==> src/rtl/rtc_access_scheduler.sv <==
// Batches RTC register transfers: arbitrates periodic read batches against
// level write requests, walks NREG addresses and abandons a stalled transfer.
module rtc_access_scheduler #(
   parameter int unsigned NREG      = 6,
   parameter logic [7:0]  BASE_ADDR = 8'h21,
   parameter int unsigned TMO       = 31
)(
   input  logic       clkCL,
   input  logic       resetCL,
   input  logic       tick_rd,
   input  logic       wr_req,
   input  logic       seq_done,
   output logic       en_rd,
   output logic       en_wr,
   output logic [7:0] reg_addr,
   output logic       busy,
   output logic       rd_valid,
   output logic       wr_ack,
   output logic       err
);

   typedef enum logic [2:0] {IDLE, RD_XFER, RD_GAP, WR_XFER, WR_GAP} state_t;

   localparam logic [3:0] LAST_IDX = 4'(NREG - 1);
   localparam logic [5:0] TMO_LAST = 6'(TMO - 1);

   state_t     state, stateNxt;
   logic [3:0] idx, idxNxt;
   logic [5:0] tmoCnt, tmoCntNxt;
   logic       pendRd, pendRdNxt;
   logic       rdValidNxt, wrAckNxt, errNxt;
   logic       inXfer, lastReg, tmoHit;

   assign inXfer  = (state == RD_XFER) || (state == WR_XFER);
   assign lastReg = (idx == LAST_IDX);
   // A completion arriving on the final allowed cycle wins over the timeout.
   assign tmoHit  = inXfer && !seq_done && (tmoCnt == TMO_LAST);

   always_comb begin
      stateNxt   = state;
      idxNxt     = idx;
      tmoCntNxt  = tmoCnt;
      pendRdNxt  = pendRd | tick_rd;
      rdValidNxt = 1'b0;
      wrAckNxt   = 1'b0;
      errNxt     = 1'b0;
      unique case (state)
         IDLE: begin
            if (wr_req) begin
               stateNxt  = WR_XFER;
               idxNxt    = 4'd0;
               tmoCntNxt = 6'd0;
            end else if (pendRd) begin
               // Ticks landing on the dispatch cycle collapse into this batch.
               stateNxt  = RD_XFER;
               idxNxt    = 4'd0;
               tmoCntNxt = 6'd0;
               pendRdNxt = 1'b0;
            end
         end
         RD_XFER, WR_XFER: begin
            if (seq_done) begin
               tmoCntNxt = 6'd0;
               if (lastReg) begin
                  stateNxt   = IDLE;
                  idxNxt     = 4'd0;
                  rdValidNxt = (state == RD_XFER);
                  wrAckNxt   = (state == WR_XFER);
               end else begin
                  stateNxt = (state == RD_XFER) ? RD_GAP : WR_GAP;
                  idxNxt   = idx + 4'd1;
               end
            end else if (tmoHit) begin
               stateNxt  = IDLE;
               idxNxt    = 4'd0;
               tmoCntNxt = 6'd0;
               errNxt    = 1'b1;
            end else begin
               tmoCntNxt = tmoCnt + 6'd1;
            end
         end
         RD_GAP: begin
            stateNxt  = RD_XFER;
            tmoCntNxt = 6'd0;
         end
         WR_GAP: begin
            stateNxt  = WR_XFER;
            tmoCntNxt = 6'd0;
         end
         default: begin
            stateNxt  = IDLE;
            idxNxt    = 4'd0;
            tmoCntNxt = 6'd0;
         end
      endcase
   end

   always_ff @(posedge clkCL or posedge resetCL) begin
      if (resetCL) begin
         state    <= IDLE;
         idx      <= 4'd0;
         tmoCnt   <= 6'd0;
         pendRd   <= 1'b0;
         rd_valid <= 1'b0;
         wr_ack   <= 1'b0;
         err      <= 1'b0;
      end else begin
         state    <= stateNxt;
         idx      <= idxNxt;
         tmoCnt   <= tmoCntNxt;
         pendRd   <= pendRdNxt;
         rd_valid <= rdValidNxt;
         wr_ack   <= wrAckNxt;
         err      <= errNxt;
      end
   end

   assign en_rd    = (state == RD_XFER);
   assign en_wr    = (state == WR_XFER);
   assign busy     = (state != IDLE);
   assign reg_addr = BASE_ADDR + {4'd0, idx};

endmodule

==> config.mk <==
export PLATFORM = sky130hd
export DESIGN_NAME = rtc_access_scheduler
export DESIGN_NICKNAME = d
export VERILOG_FILES = /design/src/rtl/rtc_access_scheduler.sv
export SDC_FILE = /design/constraint.sdc
export NUM_CORES = 1
export LEC_CHECK = 0
export CAP_MARGIN = 20
export CORE_MARGIN = 1.5
export CORE_UTILIZATION = 51
export CTS_CLUSTER_SIZE = 10
export DETAILED_ROUTE_END_ITERATION = 8
export GPL_ROUTABILITY_DRIVEN = 0
export PLACE_DENSITY = 0.79
export SETUP_SLACK_MARGIN = 0.1
export SLEW_MARGIN = 20
export SYNTH_ARGS = -nofsm -noshare
export SYNTH_HDL_FRONTEND = slang
export SYNTH_SLANG_ARGS = --single-unit
==> constraint.sdc <==
create_clock -name clkCL -period 1.78 [get_ports clkCL]
set_input_delay 0.178 -clock clkCL [delete_from_list [all_inputs] [get_ports clkCL]]
set_output_delay 0.178 -clock clkCL [all_outputs]
set_load 0.05 [all_outputs]
======== Word-level counts from Yosys, hierarchy flattened ========
Index checks and enable logic that the tools add are counted.
word-level totals
  bits in registers ....................... 17
  word-level logic and storage cells ...... 60
  input bits .............................. 5
  output and inout port bits .............. 14
cells by class
  eq/ne operators ......................... 8
  multiplexer cells ....................... 30
  bitwise gates (word level) .............. 2
  reductions and logical operators ........ 10
  add/sub/neg operators ................... 3
operators by type and width
  kind                                           count
  two-way mux 6 bit                              4
  two-way mux 4 bit                              5
  two-way mux 3 bit                              6
  two-way mux 1 bit                              12
  case mux 3 bit (4 select lines)                1
  case mux 4 bit (3 select lines)                1
  case mux 6 bit (2 select lines)                1
  adder 6 x 4 -> 7 bit, first input constant     1
  adder 6 x 1 -> 6 bit, second input constant    1
  == test 3 x 2 -> 1 bit, second input constant  2
  == test 6 x 5 -> 1 bit, second input constant  1
  inequality test 3 bit, second input constant   2
  adder 4 x 1 -> 4 bit, second input constant    1
  == test 4 x 3 -> 1 bit, second input constant  1
  OR reduction 2 bit                             2
  == test 3 x 1 -> 1 bit, second input constant  1
  == test 3 bit, second input constant           1
  logical NOT 3 bit                              1
  AND reduction 3 bit                            1
  nonzero test 3 bit                             1
  logical AND 1 bit                              2
  AND reduction 2 bit                            1
  logical NOT 1 bit                              1
  logical OR 1 bit                               1
  2 further kinds                                2

======== Longest topological paths before layout ========
Gate-level depths: netlist (run 1).
  depth after elaboration ................. 7
  depth in mapped cells ................... 5
  gate-level depth less buffers ........... 5

======== Worst setup path before layout (run 1) ========
No wires, ideal clock.
  kind .................................... reg2out
  start point ............................. reg state[2]
  end point ............................... out en_rd
  path buffers ............................ 1
  slack ................................... -0.067 ns
  arrival time ............................ 1.669 ns
  stages on the path, launching flop included .. 3
  data required time ...................... 1.602 ns
  cell sequence ........................... dfrtp_1 -> buf_6 -> nor3b_1
between the ends
  longest elaborated chain between the ends .. 1
ends and longest elaborated chain
  item                    RTL line  RTL
  from (decl)             27        state_t state, stateNxt;
  from (signal assigned)  108       state <= stateNxt;
  == test 3 x 1 -> 1 bit  118       assign en_rd = (state == RD_XFER);
  to (decl)               13        output logic en_rd,
No other way between the ends.

======== Worst setup path after layout (run 1) ========
  start point ............................. reg state[2]
  end point ............................... out busy
between the ends
  longest elaborated chain between the ends .. 1
ends and longest elaborated chain
  item                RTL line  RTL
  nonzero test 3 bit  120       assign busy = (state != IDLE);
  to (decl)           16        output logic busy,
No other way between the ends.

==> metrics.txt, run 1 <==
status complete, no violations; final WL a little under 2 mm; FF+latch count, synth 17; H-tree Lvls 1; fin crit period roughly 1600 ps; Seq/Total Area, Yosys 41.0%; Root Buffer clkbuf_4; critical path class flip-flop to output pin; Worst Tran Pin Value about 620 ps; worst rel slew slack around three fifths; fmax 0.616 GHz; Setup violations, final 0; reg2reg start state[2]$_DFFE_PP0P_; Hold-fix buffers, CTS 0; core area slightly below 2000 um2; clk_lat worst skew between 200 and 300 ps; Overflow after GRT 0; n_diodes 0; Die W between 40 and 50 um; RSZ-0062 raised after global routing no; fin worst setup slack approximately 160 ps; pre-CTS WS 270 ps; syn avg cell area 10.1 um2; number of buffers created by CTS 3; synth unique cells 37; Max VDD drop between 1000 and 1500 uV; layout cells sized above 1 between 20% and 30%; Post CTS Setup Buffer Count 0; DR vias slightly above 800; routed wire length per instance approximately 14 um; Die Height 48.1 um; worst-case clock buffer depth 2; startpoint types flip-flop; crit path launch state[2]$_DFFE_PP0P_; Max Clock Skew 3.31 ps; Placement Rows 16; antenna viol nets, final 0; PD cells around 1500 nW/um2; DR pass1 iterations 4; CP endpoint kind output pin; port bufs 15; Tcrit/Tclk final ~91%; met3 wire len a little under 90 um; DRC 0; clk sink count 17; DR vias/cell roughly 5.7; Pwr Total 1.93 mW; vias in the first global route just over 700; Ports 19; CTS tree built; Initial Utilization a little over half; GRT Overall Usage about a fifth; DR top layer met4; Max Slew Vio Count 0; post-synthesis cell count just over 100; crit-path max FO 11; Mapped Area between 1000 and 1500 um2; Leakage Power around 0.55 nW; WL met1 approximately 900 um; initial antenna violation count 0; most common cell after layout, fill and taps aside dfrtp_1; class of the worst hold path primary input to async pin; YS warnings 0; full die area 2310 um2; most frequent cells in the layout dfrtp_1 (15), nand3_1 (8); initial detailed-routing violation count 26; Routed met2 length 948 um; maxcap violations 0; Area growth syn-to-layout 22.6%; # fillers 160; first-pass GRT wire length around 3.2 mm; Clock transition at path regs about 100 ps; dpl hpwl approximately 1.5 mm; final net count roughly 130; largest net degree at the start of global routing 18; Required @ worst endpoint around 1600 ps; Hold Violations, Final 0; critical path arrival 1450 ps
==> stage by stage <==
stage          TNS (ps)  std cells  instance area (um2)  hold slack, ps  utilization (%)
2_1_floorplan      -133        104                 1040             104                -
3_3_place_gp          0        140                 1220             516             62.9
3_5_place_dp          0        140                 1220             530             62.9
4_1_cts               0        144                 1250             274             64.4
5_1_grt               0        144                 1270             316             65.5
6_report              0        144                 1270             247             65.5
==> synth_stat cells (all sizes together) <==
library cell / instances / area share [%]
a21oi: 2 / 0.97
buf: 5 / 4.3
nand3: 8 / 3.9
nor3: 3 / 2.5
nor2: 7 / 2.5
o21a: 1 / 0.72
o2bb2ai: 4 / 3.4
nand3b: 4 / 4.1
clkbuf: 1 / 1.3
inv: 7 / 2.5
and3: 1 / 0.60
xor2: 3 / 2.5
or3: 1 / 1.1
and3b: 1 / 0.97
conb: 2 / 0.72
o21ai: 9 / 4.7
a21o: 1 / 0.84
o22ai: 2 / 1.2
nand2: 2 / 0.72
a22oi: 1 / 0.72
xnor2: 1 / 0.84
dfrtp: 17 / 41
ha: 4 / 4.8
o32a: 1 / 0.97
nor3b: 4 / 3.4
o211ai: 3 / 2.7
nand2b: 4 / 2.4
nor4: 1 / 1.2
and2: 1 / 0.60
nand4b: 2 / 1.7
==> worst max-delay path, stage by stage (launching register included) <==
cell,delay (ps)
dfrtp_2,500
or3_4,450
buf_4,210
==> registers in the layout, indices dropped and copies added (netlist names) <==
| name | flops |
|---|---|
| rd_valid | 1 |
| wr_ack | 1 |
| pendRd | 1 |
| state | 3 |
| idx | 4 |
| err | 1 |
| tmoCnt | 6 |
==> layer usage <==
metal / track usage [%] / vias to the layer above
li1: - / 394
met1: 28.0 / 401
met2: 30.1 / 23
met3: 5.19 / 4
met4: 6.49 / 0
met5: 0 / -
==> where the power goes <==
| group | internal, mW | total (mW) | switching, mW |
|---|---|---|---|
| combinational | 0.466 | 1.07 | 0.608 |
| clock | 0.0837 | 0.209 | 0.125 |
| sequential | 0.471 | 0.650 | 0.179 |
==> layout make-up <==
cell class,instances,area [um2],share of cell area [%]
multi-input cells,74,551,43.3
repair buffers,15,205,16.1
inverters,7,26.3,2.07
well taps,27,33.8,2.66
flip-flops and latches,17,428,33.7
clock buffers,3,22.5,1.77
clock inverters,1,5.00,0.394
==> what timing repair did <==
item                                    in CTS  in global routing
gates cloned                                 0                  0
resized for setup                            1                  4
endpoints found under the setup margin       1                  4
hold endpoints to repair                     0                  0
==> cells by family after synthesis <==
logic type               synth area share [%]
AND/OR/NAND/NOR                          25.7
AO/OA/AOI/OAI                            16.2
flip-flops                               41.0
buffers and inverters                    8.20
XOR/XNOR                                 3.38
adder cells (fa/ha/maj)                  4.83
other                                   0.724
==> worst paths after layout <==
path	slack, ps	endpoint	cells past startpoint
max	160	busy	2
min	250	idx[0]$_DFFE_PP0P_	2
max reg2reg	320	idx[1]$_DFFE_PP0P_	3
min reg2reg	550	tmoCnt[4]$_DFFE_PP0P_	1
max in group asynchronous	1090	state[2]$_DFFE_PP0P_	2
min in group clkCL	450	pendRd$_DFF_PP0_	3
Note: power is estimated with default switching activity, not from simulation.
==> inputs of run 2 (changes only) <==
SLEW_MARGIN = 15   (was 20)
clock period = 1.8 ns   (was 1.78 ns; I/O delays follow)
==> run 2 against run 1 <==
Count of clock-buffer cells in the layout did not move. Power fell by 2.3%. Highest routed layer unchanged. Global-route usage fell by 0.23 points. Clock skew fell by 0.70 ps. Critical path type unchanged. Critical endpoint unchanged.
==> metrics.txt, run 2 (synthesized netlist as in run 1, its figures left out) <==
final net count ~130; Die W between 40 and 50 um; Max Slew Vio Count 0; Leakage Power 0.542 nW; critical path class flip-flop to output pin; max FFs per register 6; Util after Layout between 60% and 70%; RSZ-0062 raised after global routing no; maxcap violations 0; Placement Rows 16; Initial Utilization between 50% and 60%; GRT Overall Usage between 10% and 20%; PD cells between 1500 and 2000 nW/um2; Post CTS Setup Buffer Count 0; full die area 2310 um2; Max VDD drop 1140 uV; fmax around 0.61 GHz; core area approximately 2000 um2; n_diodes 0; Hold-fix buffers, CTS 0; initial antenna violation count 0; DR vias 826; Required @ worst endpoint roughly 1600 ps; final std cells w/o fill 144; Overflow after GRT 0; Tcrit/Tclk final approximately 91%; top flop regs tmoCnt x6, idx x4, state x3; Area growth syn-to-layout 21.1%; Die Height just under 50 um; DR pass1 iterations 4; Max Clock Skew approximately 2.6 ps; Post-Place Cells 140; fin worst setup slack ~170 ps; CP Buf/Inv Count 1; most frequent cells in the layout dfrtp_1 (15), nand3_1 (8); worst hold slack 256 ps; Crit path max-delay family flip-flops; initial detailed-routing violation count 16; vias in the first global route slightly above 700; Largest Register tmoCnt; clk sink count 17; worst-case clock buffer depth 2; layout cells sized above 1 20.5%; CP Cell Sequence or3_4 -> buf_4; H-tree Lvls 1; Hold Violations, Final 0; crit-path max FO 11; startpoint types flip-flop; largest stage delay on the critical path 500 ps; R2R Path End idx[1]$_DFFE_PP0P_; DRC 0; largest net degree at the start of global routing 18; first-pass GRT wire length ~3.1 mm; number of buffers created by CTS 3; dpl hpwl 1.44 mm; antenna viol nets, final 0; Setup violations, final 0; critical path arrival about 1500 ps; routed wire length per instance about 13 um; Stages on worst setup path 2; CTS tree built; pre-CTS WS between 200 and 300 ps; class of the worst hold path primary input to async pin; DR vias/cell roughly 5.7; CP endpoint kind output pin; Worst Reg-to-Reg Cells 3; worst rel slew slack between 50% and 60%; Reg2Reg Setup Slack approximately 360 ps; post-CTS sizing 0; Root Buffer clkbuf_4; clk_lat worst skew approximately 290 ps; Ports 19; Slowest-stage cell, CP dfrtp_2; reg2reg start state[2]$_DFFE_PP0P_; CP endpoint busy; crit path launch state[2]$_DFFE_PP0P_; port bufs 15; Worst Tran Pin Value approximately 640 ps; status complete, no violations; Clock transition at path regs ~100 ps; most common cell after layout, fill and taps aside dfrtp_1; final WL between 1.5 and 2 mm; fin crit period about 1600 ps
[run 2: changes by cell type in the layout (fill, tap and decap cells not counted)]
cell,change
xnor2_2,-1
xor2_1,+1
xnor2_1,+1
xor2_2,-1
[run 2: worst reg2reg max path: cells and delay by family (launching register included)]
family / cells / cell delay [ps]
flops: 1 / 500
compound gates: 2 / 380
simple gates: 1 / 450
[run 2: worst min-delay path by stage]
stage	from	end	slack, ps	depth (start not counted)
final	resetCL	idx[3]$_DFFE_PP0P_	260	2
after global routing	resetCL	err$_DFF_PP0_	320	2
after CTS	resetCL	idx[0]$_DFFE_PP0P_	280	2
after detailed placement	tmoCnt[4]$_DFFE_PP0P_	tmoCnt[4]$_DFFE_PP0P_	540	1
after global placement	tmoCnt[4]$_DFFE_PP0P_	tmoCnt[4]$_DFFE_PP0P_	520	1
after floorplan	resetCL	err$_DFF_PP0_	110	1
[run 2: metrics by stage]
stage	cell area, um2	setup TNS (ps)	total power [mW]
detailed placement	1220	0	1.68
floorplan	1040	-97.2	1.33
finish	1260	0	1.89
global route	1260	0	2.01
CTS	1250	0	1.89
global placement	1220	0	1.66
[run 2: area by class of cell]
| type | instances | area (um2) |
|---|---|---|
| fill | 151 | 686 |
| sequential | 17 | 428 |
| inverter | 7 | 26.3 |
| timing repair buffer | 15 | 205 |
| clock buffer | 3 | 22.5 |
| tap | 27 | 33.8 |
| multi-input combinational | 74 | 536 |
| clock inverter | 1 | 5.00 |
[run 2: where the power goes]
| part | internal, mW | leakage, nW | total [mW] | switching, mW |
|---|---|---|---|---|
| sequential | 0.466 | 0.221 | 0.637 | 0.170 |
| clock | 0.0828 | 0.0177 | 0.206 | 0.123 |
| combinational | 0.453 | 0.302 | 1.05 | 0.594 |
| total | 1.00 | 0.542 | 1.89 | 0.888 |
[run 2: metal layers]
metal | GRT usage, % | vias up | wire length [um]
met1 | 26.8 | 409 | 881
met3 | 4.07 | 5 | 73
met2 | 31.5 | 19 | 922
met5 | 0 | - | 0
met4 | 6.49 | 0 | 31
li1 | - | 393 | -
==> inputs of run 3 (changes only) <==
CAP_MARGIN = unset   (was 20)
==> results of run 3 <==
Final layout, timing and power as in run 2 (identical DEF).
